$ cat src/rtl/vga_draw_pkg.sv
// Shared constants for the VGA draw arbiter: FSM encodings, default widths, screen size.
package vga_draw_pkg;
    localparam int X_W_DEF  = 9;
    localparam int Y_W_DEF  = 8;
    localparam int C_W_DEF  = 3;
    localparam int SCREEN_W = 320;
    localparam int SCREEN_H = 240;

    localparam logic [1:0] ST_IDLE    = 2'd0;
    localparam logic [1:0] ST_GRANT   = 2'd1;
    localparam logic [1:0] ST_RUN     = 2'd2;
    localparam logic [1:0] ST_RELEASE = 2'd3;

    // A disabled watchdog (limit 0) still needs a 1-bit counter to stay legal.
    function automatic int wd_width(input int limit);
        return (limit <= 0) ? 1 : $clog2(limit + 1);
    endfunction
endpackage

$ cat src/rtl/vga_draw_arbiter_rr_picker.sv
// Combinational round-robin priority encoder: first set request at or after ptr, wrapping.
module rr_picker #(
    parameter int N  = 4,
    parameter int IW = $clog2(N)
) (
    input  logic [N-1:0]  req,
    input  logic [IW-1:0] ptr,
    output logic          valid,
    output logic [IW-1:0] idx
);
    always_comb begin : pick
        int j;
        j     = 0;
        valid = |req;
        idx   = '0;
        // Scan from the far end so the candidate nearest ptr is written last and wins.
        for (int k = N - 1; k >= 0; k--) begin
            j = int'(ptr) + k;
            if (j >= N) j = j - N;
            if (req[j]) idx = IW'(j);
        end
    end
endmodule

$ cat src/rtl/vga_draw_arbiter.sv
// Shares the VGA adapter write port among NUM_REQ start/done drawing engines,
// one grant at a time, round-robin, with a per-grant watchdog.
module vga_draw_arbiter
    import vga_draw_pkg::*;
#(
    parameter int NUM_REQ        = 4,
    parameter int X_W            = X_W_DEF,
    parameter int Y_W            = Y_W_DEF,
    parameter int C_W            = C_W_DEF,
    parameter int TIMEOUT_CYCLES = 131072
) (
    input  logic                       clk,
    input  logic                       rst_n,
    input  logic [NUM_REQ-1:0]         req,
    output logic [NUM_REQ-1:0]         req_done,
    output logic [NUM_REQ-1:0]         eng_start,
    input  logic [NUM_REQ-1:0]         eng_done,
    input  logic [NUM_REQ*X_W-1:0]     eng_x,
    input  logic [NUM_REQ*Y_W-1:0]     eng_y,
    input  logic [NUM_REQ*C_W-1:0]     eng_colour,
    input  logic [NUM_REQ-1:0]         eng_plot,
    output logic [X_W-1:0]             vga_x,
    output logic [Y_W-1:0]             vga_y,
    output logic [C_W-1:0]             vga_colour,
    output logic                       vga_plot,
    output logic                       busy,
    output logic [$clog2(NUM_REQ)-1:0] grant_id,
    output logic                       timeout_err,
    input  logic                       clr_err
);
    // state   | meaning
    // IDLE    | waiting for any req; picks next engine round-robin
    // GRANT   | start raised for picked engine; watchdog cleared
    // RUN     | engine owns the VGA port; exit on done / withdraw / timeout
    // RELEASE | start dropped; rr pointer advanced past this engine

    localparam int IW   = $clog2(NUM_REQ);
    localparam int WD_W = wd_width(TIMEOUT_CYCLES);
    localparam logic [WD_W-1:0] WD_LAST = WD_W'(TIMEOUT_CYCLES - 1);
    localparam logic [WD_W-1:0] WD_SAT  = WD_W'(TIMEOUT_CYCLES);

    logic [1:0]      state;
    logic [IW-1:0]   rr_ptr;
    logic [WD_W-1:0] wd;
    logic            pick_valid;
    logic [IW-1:0]   pick_idx;
    logic            run_done;
    logic            run_wdraw;
    logic            tmo_fire;

    rr_picker #(.N(NUM_REQ), .IW(IW)) u_pick (
        .req   (req),
        .ptr   (rr_ptr),
        .valid (pick_valid),
        .idx   (pick_idx)
    );

    assign run_done  = eng_done[grant_id];
    assign run_wdraw = !req[grant_id];
    assign tmo_fire  = (TIMEOUT_CYCLES != 0) && (state == ST_RUN) && !run_done
                       && !run_wdraw && (wd == WD_LAST);
    assign busy      = (state != ST_IDLE);

    // Decoded straight from state so reset drops start without waiting for a clock.
    always_comb begin
        eng_start = '0;
        if (state == ST_GRANT || state == ST_RUN) eng_start[grant_id] = 1'b1;
    end

    always_ff @(posedge clk or negedge rst_n) begin
        if (!rst_n) begin
            state    <= ST_IDLE;
            grant_id <= '0;
            rr_ptr   <= '0;
            wd       <= '0;
            req_done <= '0;
        end else begin
            req_done <= '0;
            case (state)
                ST_IDLE: begin
                    if (pick_valid) begin
                        grant_id <= pick_idx;
                        state    <= ST_GRANT;
                    end
                end
                ST_GRANT: begin
                    wd    <= '0;
                    state <= ST_RUN;
                end
                ST_RUN: begin
                    if (wd != WD_SAT) wd <= wd + WD_W'(1);
                    if (run_done) begin
                        req_done[grant_id] <= 1'b1;
                        state              <= ST_RELEASE;
                    end else if (run_wdraw || tmo_fire) begin
                        state <= ST_RELEASE;
                    end
                end
                ST_RELEASE: begin
                    rr_ptr <= (grant_id == IW'(NUM_REQ - 1)) ? '0 : grant_id + IW'(1);
                    state  <= ST_IDLE;
                end
                default: state <= ST_IDLE;
            endcase
        end
    end

    always_ff @(posedge clk or negedge rst_n) begin
        if (!rst_n)        timeout_err <= 1'b0;
        else if (tmo_fire) timeout_err <= 1'b1;
        else if (clr_err)  timeout_err <= 1'b0;
    end

    // Output mux: coordinates hold outside RUN, plot strobe forced low.
    always_ff @(posedge clk or negedge rst_n) begin
        if (!rst_n) begin
            vga_x      <= '0;
            vga_y      <= '0;
            vga_colour <= '0;
            vga_plot   <= 1'b0;
        end else if (state == ST_RUN) begin
            vga_x      <= eng_x[grant_id*X_W +: X_W];
            vga_y      <= eng_y[grant_id*Y_W +: Y_W];
            vga_colour <= eng_colour[grant_id*C_W +: C_W];
            vga_plot   <= eng_plot[grant_id];
        end else begin
            vga_plot <= 1'b0;
        end
    end
endmodule

$ cat config.mk
export PLATFORM = sky130hd
export DESIGN_NAME = vga_draw_arbiter
export DESIGN_NICKNAME = d
export VERILOG_FILES = /design/src/rtl/vga_draw_pkg.sv /design/src/rtl/vga_draw_arbiter_rr_picker.sv /design/src/rtl/vga_draw_arbiter.sv
export SDC_FILE = /design/constraint.sdc
export NUM_CORES = 1
export LEC_CHECK = 0
export CORE_UTILIZATION = 47
export DETAILED_ROUTE_END_ITERATION = 12
export HOLD_SLACK_MARGIN = 0.08
export PLACE_DENSITY = 0.92
export RECOVER_POWER = 25
export SYNTH_ARGS = -nofsm -noshare
export SYNTH_HDL_FRONTEND = slang
export SYNTH_SLANG_ARGS = --single-unit
export TNS_END_PERCENT = 50
$ cat constraint.sdc
create_clock -name clk -period 3.5 [get_ports clk]
set_clock_uncertainty 0.2 [all_clocks]
set_input_delay 0.35 -clock clk [delete_from_list [all_inputs] [get_ports clk]]
set_output_delay 0.35 -clock clk [all_outputs]
set_load 0.1 [all_outputs]
; After elaboration in Yosys (flattened, before gate mapping)
; Cells that the tools add are included.
[word_totals]
ff_bits = 50
latchBits = 0
ram_bits = 0
mem_bits_ro = 0
inputBits = 95
out_inout_bits = 33
wordCells = 100
memories = 0
[op_classes]
add_sub_neg = 9
n_mul = 2
n_div = 0
n_lt_le_gt_ge = 10
n_eq_ne = 9
shift = 3
n_mux = 41
bitwise = 0
n_reduce_logical = 16
[op_table]
columns = op, n
row1 = $lt 32x4->1 const B, 4
row2 = $mux 32, 4
row3 = $ge 32x4->1 const B, 3
row4 = $sub 32x4->32 const B, 3
row5 = $pmux 18 s2, 1
row6 = $shiftx 36x7->9, 1
row7 = $shiftx 32x6->8, 1
row8 = $add 18x1->18 const B, 1
row9 = $eq 18x17->1 const B, 1
row10 = $mux 18, 1
row11 = $ne 18x18->1 const B, 1
row12 = $mux 2, 8
row13 = $mux 1, 15
row14 = $bmux 1 s2, 7
row15 = $mux 4, 3
row16 = $shiftx 12x5->3, 1
row17 = $pmux 2 s4, 1
row18 = $add 2x2->3 const B, 2
row19 = $eq 2x2->1 const B, 3
row20 = $mul 2x4->6 const B, 1
row21 = $reduce_and 2->1, 3
row22 = $reduce_bool 2->1, 3
row23 = $logic_and 1x1->1, 4
row24 = $mul 2x2->4 const B, 1
row25 = 15 further kinds, 17

; Longest topological paths before layout
[depth]
depth_word = 10
ltp_mapped = 8
mapped_depth_nobuf = 6

; Cells and area by module
; A second synthesis with hierarchy kept.
[hier_totals]
hier_cells = 260
area_unflattened_um2 = 3067.9
[modules_own_cells]
columns = module, instances, cells_per_inst, area_each_um2, seq_area_each_um2
row1 = vga_draw_arbiter, 1, 247, 2990.4, 1251.2
row2 = rr_picker, 1, 13, 77.6, 0.0

; Worst setup path before layout
; OpenSTA, ideal clock, no wires.
[synth_timing]
path_kind = flip-flop to output port
start = register grant_id[1]
end = output port eng_start[1]
t_arrival_ns = 2.359
required_ns = 2.950
setup_slack_ns = 0.591
path_stages_with_launch = 6
path_buffers = 2
path_cell_list = dfrtp_1 > clkbuf_1 > clkbuf_1 > inv_1 > ha_1 > and2_1
[synth_between]
elab_chain_len = 5
word_cells_on_any_way = 6
classes_between = order compare (2) / mux (3) / reduce/logical (1)
[synth_lines]
columns = element, line
row1 = from (decl), vga_draw_arbiter.sv:27  ; output logic [$clog2(NUM_REQ)-1:0] grant_id,
row2 = from (signal assigned), vga_draw_arbiter.sv:82  ; grant_id <= pick_idx;
row3 = $lt 2x3->1 (implied by the code) or $ge 2x1->1 (tied branches), vga_draw_arbiter.sv:67  ; if (state == ST_GRANT || state == ST_RUN) eng_start[grant_id] = 1'b1;
row4 = $logic_and 1x1->1 (implied by the code), vga_draw_arbiter.sv:67
row5 = $mux 1 (implied by the code), vga_draw_arbiter.sv:67
row6 = $demux 1 s2 (*), vga_draw_arbiter.sv:67
row7 = $mux 4 (*), vga_draw_arbiter.sv:67
row8 = to (decl), vga_draw_arbiter.sv:16  ; output logic [NUM_REQ-1:0] eng_start,
; Every way passes the cells marked *; elsewhere a longest branch is shown, timed or not.

; Worst setup path after layout
[layout_timing]
start = register grant_id[0]
end = output port eng_start[2]
; The elaborated chain is that of the path after synthesis.

==> results_dict.tcl <==
set metrics [dict create \
    io_pins 128 \
    setup_viol 0 \
    grt_pass1_wl_mm 14.6 \
    synth_flop_cell "dfrtp_1" \
    core_mm2 0.00635 \
    syn_area_mm2 0.00310 \
    start_util 0.489 \
    gp_congestion 0.863 \
    fill_cells 373 \
    multi_input_area_mm2 0.00169 \
    whs_path_depth 1 \
    grt_pass1_vias 2950 \
    cts.path.max_buffers 2 \
    synthArstFlopShare 1.00 \
    final_util 0.710 \
    rows 29 \
    die_x_um 83.3 \
    r2r-start "state[0]$_DFFE_PN0P_" \
    hold_viol_final 0 \
    die_height_um 83.3 \
    ant_nets 0 \
    tns_ns 0 \
    place_inst 456 \
    synth_fp_nets 371 \
    globalRouteOverflowTotal 0 \
    min_period_ns 2.67 \
    drive_above_1_share 0.170 \
    cts_buffers 5 \
    ys_types 43 \
    cp-start-kind "flop" \
    cts_setup_buffers 0 \
    slew_headroom 0.0161 \
    die_area_mm2 0.00693 \
    p_per_area_mw_per_mm2 937 \
    synth-edff-count 0 \
    h-tree-depth 2 \
    fmaxAchievable_mhz 374 \
    crit_path_end_kind "primary output" \
    status "finished clean" \
    remaining_drc_errors 0 \
    synth-seq-cells 50 \
    clock_sinks 50 \
    place.port_buffers 127 \
    viasPerCell 6.20 \
    setup.worst_path.start "grant_id[0]$_DFFE_PN0P_" \
    antenna_found_initial 0 \
    antennaDiodeCount 0 \
    hold_slack_ns 0.319 \
    seq_area_mm2 0.00125 \
    place_ws_ns 1.05 \
    vdd_ir_drop_max_v 0.00106 \
    worst_slack_ns 0.828 \
    synth-seq-area-share 0.403 \
    cp_max_fo 21 \
    hold_start "vga_y[4]$_DFFE_PN0P_" \
    worstMarginPinSlew_ns 1.48 \
    cts_root_buf "clkbuf_8" \
    r2r_cells 5 \
    cts_tree "yes" \
    dp_hpwl_mm 7.10 \
    final.period_utilization 0.764 \
    cap_violations 0 \
    nNetsFinal 492 \
    drt-initial-drc-count 253 \
    min_path_type "reg -> reg" \
    synth_warnings 0 \
    vias 2885 \
    area_delta_synth_final_pct 45.3 \
    p_leak_nw 1.80 \
    path_class "reg -> out" \
    clk_pin_slew_ns 0.09 \
    rsz0062_at_grt "false" \
    clk-insertion-delay-late_ns 0.31 \
    grt_usage 0.269 \
    layout.cells.non_filler 465 \
    grt_max_degree 28 \
    synthCells 266 \
    wl_per_cell_um 19.5 \
    critical_path_required_ns 2.95 \
    arrival_ns 2.12 \
    first_pass_iters 4 \
    postSynthAreaPerCell_um2 11.7 \
    routed_wl_mm 9.07 \
    finalMaxSlewViolations 0 \
]
synthesized netlist by cell type (3+ instances only):
cell	instances	share of area
or4_1	4	0.0097
mux4_2	23	0.17
dfrtp_1	50	0.40
nand2_1	19	0.023
ha_1	10	0.040
o211ai_1	3	0.0073
buf_2	5	0.0081
nand3_1	5	0.0081
o31ai_1	3	0.0073
buf_6	3	0.011
o21ai_0	5	0.0081
nor4_1	5	0.010
inv_1	13	0.016
and2_1	5	0.010
o22ai_1	11	0.022
mux2_2	21	0.076
nor2_1	7	0.0085
nand4_1	8	0.016
and3_1	9	0.018
a31oi_1	4	0.0081
clkbuf_1	7	0.0085
a21oi_1	10	0.016
o311ai_1	3	0.0085
xor2_1	6	0.017
repair_timing:
action / 4_1_cts / 5_1_grt
endpoints found under the setup margin: 0 / 0
endpoints found under the hold margin: 26 / 0
resized for setup: 0 / 0
hold buffers: 1 / 0
cell usage in the layout, fill, tap and decap left out, types with 4 or more instances in the layout:
cell type / instances
clkdlybuf4s50_1: 118
dfrtp_1: 50
mux4_2: 23
mux2_2: 21
nand2_1: 19
inv_1: 13
o22ai_1: 11
a21oi_1: 10
ha_1: 10
and3_1: 9
buf_4: 9
nand4_1: 8
clkbuf_8: 8
nor2_1: 7
xor2_1: 6
and2_1: 5
nand3_1: 5
nor4_1: 5
o21ai_0: 5
or4_1: 4
a31oi_1: 4
power breakdown:
part	internal, mW	total, mW	switching [mW]
clock network	0.200	0.397	0.197
registers	0.771	0.956	0.186
logic	0.940	2.87	1.93
total	1.91	4.23	2.32
layer usage:
layer / vias to the layer above / GRT usage / wire length (µm)
li1: 1256 / - / -
met1: 1441 / 0.314 / 3360
met2: 157 / 0.480 / 4850
met3: 31 / 0.0606 / 557
met4: 0 / 0.107 / 303
met5: - / 0 / 0
path summary, 6_finish.rpt:
kind / endpoint / slack (ns)
setup reg to reg: wd[1]$_DFFE_PN0P_ / 1.01
max in group asynchronous: wd[11]$_DFFE_PN0P_ / 1.03
hold / removal: vga_y[4]$_DFFE_PN0P_ / 0.32
min in group asynchronous: wd[14]$_DFFE_PN0P_ / 0.72
setup / recovery: eng_start[2] / 0.83
hold reg to reg: vga_y[4]$_DFFE_PN0P_ / 0.32
final cells by class:
class | instances | share of cell area
multi-input cells | 184 | 0.374
repair buffers | 133 | 0.292
flip-flops and latches | 50 | 0.277
clock buffers | 8 | 0.0244
well taps | 77 | 0.0214
inverters | 13 | 0.0108
through the flow:
step / area [µm²] / total power [mW]
4_1_cts: 4510 / 4.22
5_1_grt: 4510 / 4.39
3_3_place_gp: 4390 / 3.73
2_1_floorplan: 3100 / 3.10
6_report: 4510 / 4.23
3_5_place_dp: 4390 / 3.82
kinds of logic after synthesis:
family / share of synthesized area
compound gates: 0.0911
xor+xnor: 0.0226
fa+ha+maj: 0.0403
buf+inv: 0.0536
mux: 0.246
simple gates: 0.143
flops: 0.403
worst max-delay path: stages, from the launching register on:
cell	delay (ns)
dfrtp_1	0.63
buf_4	0.43
inv_1	0.13
ha_1	0.23
and2_1	0.16
buf_4	0.23
sequential cells by signal, summed over array words and instances (netlist names):
name	cells
grant_id	2
req_done	4
rr_ptr	2
state	2
timeout_err	1
vga_colour	3
vga_plot	1
vga_x	9
vga_y	8
wd	18
Power figures use the tool's default switching activity.
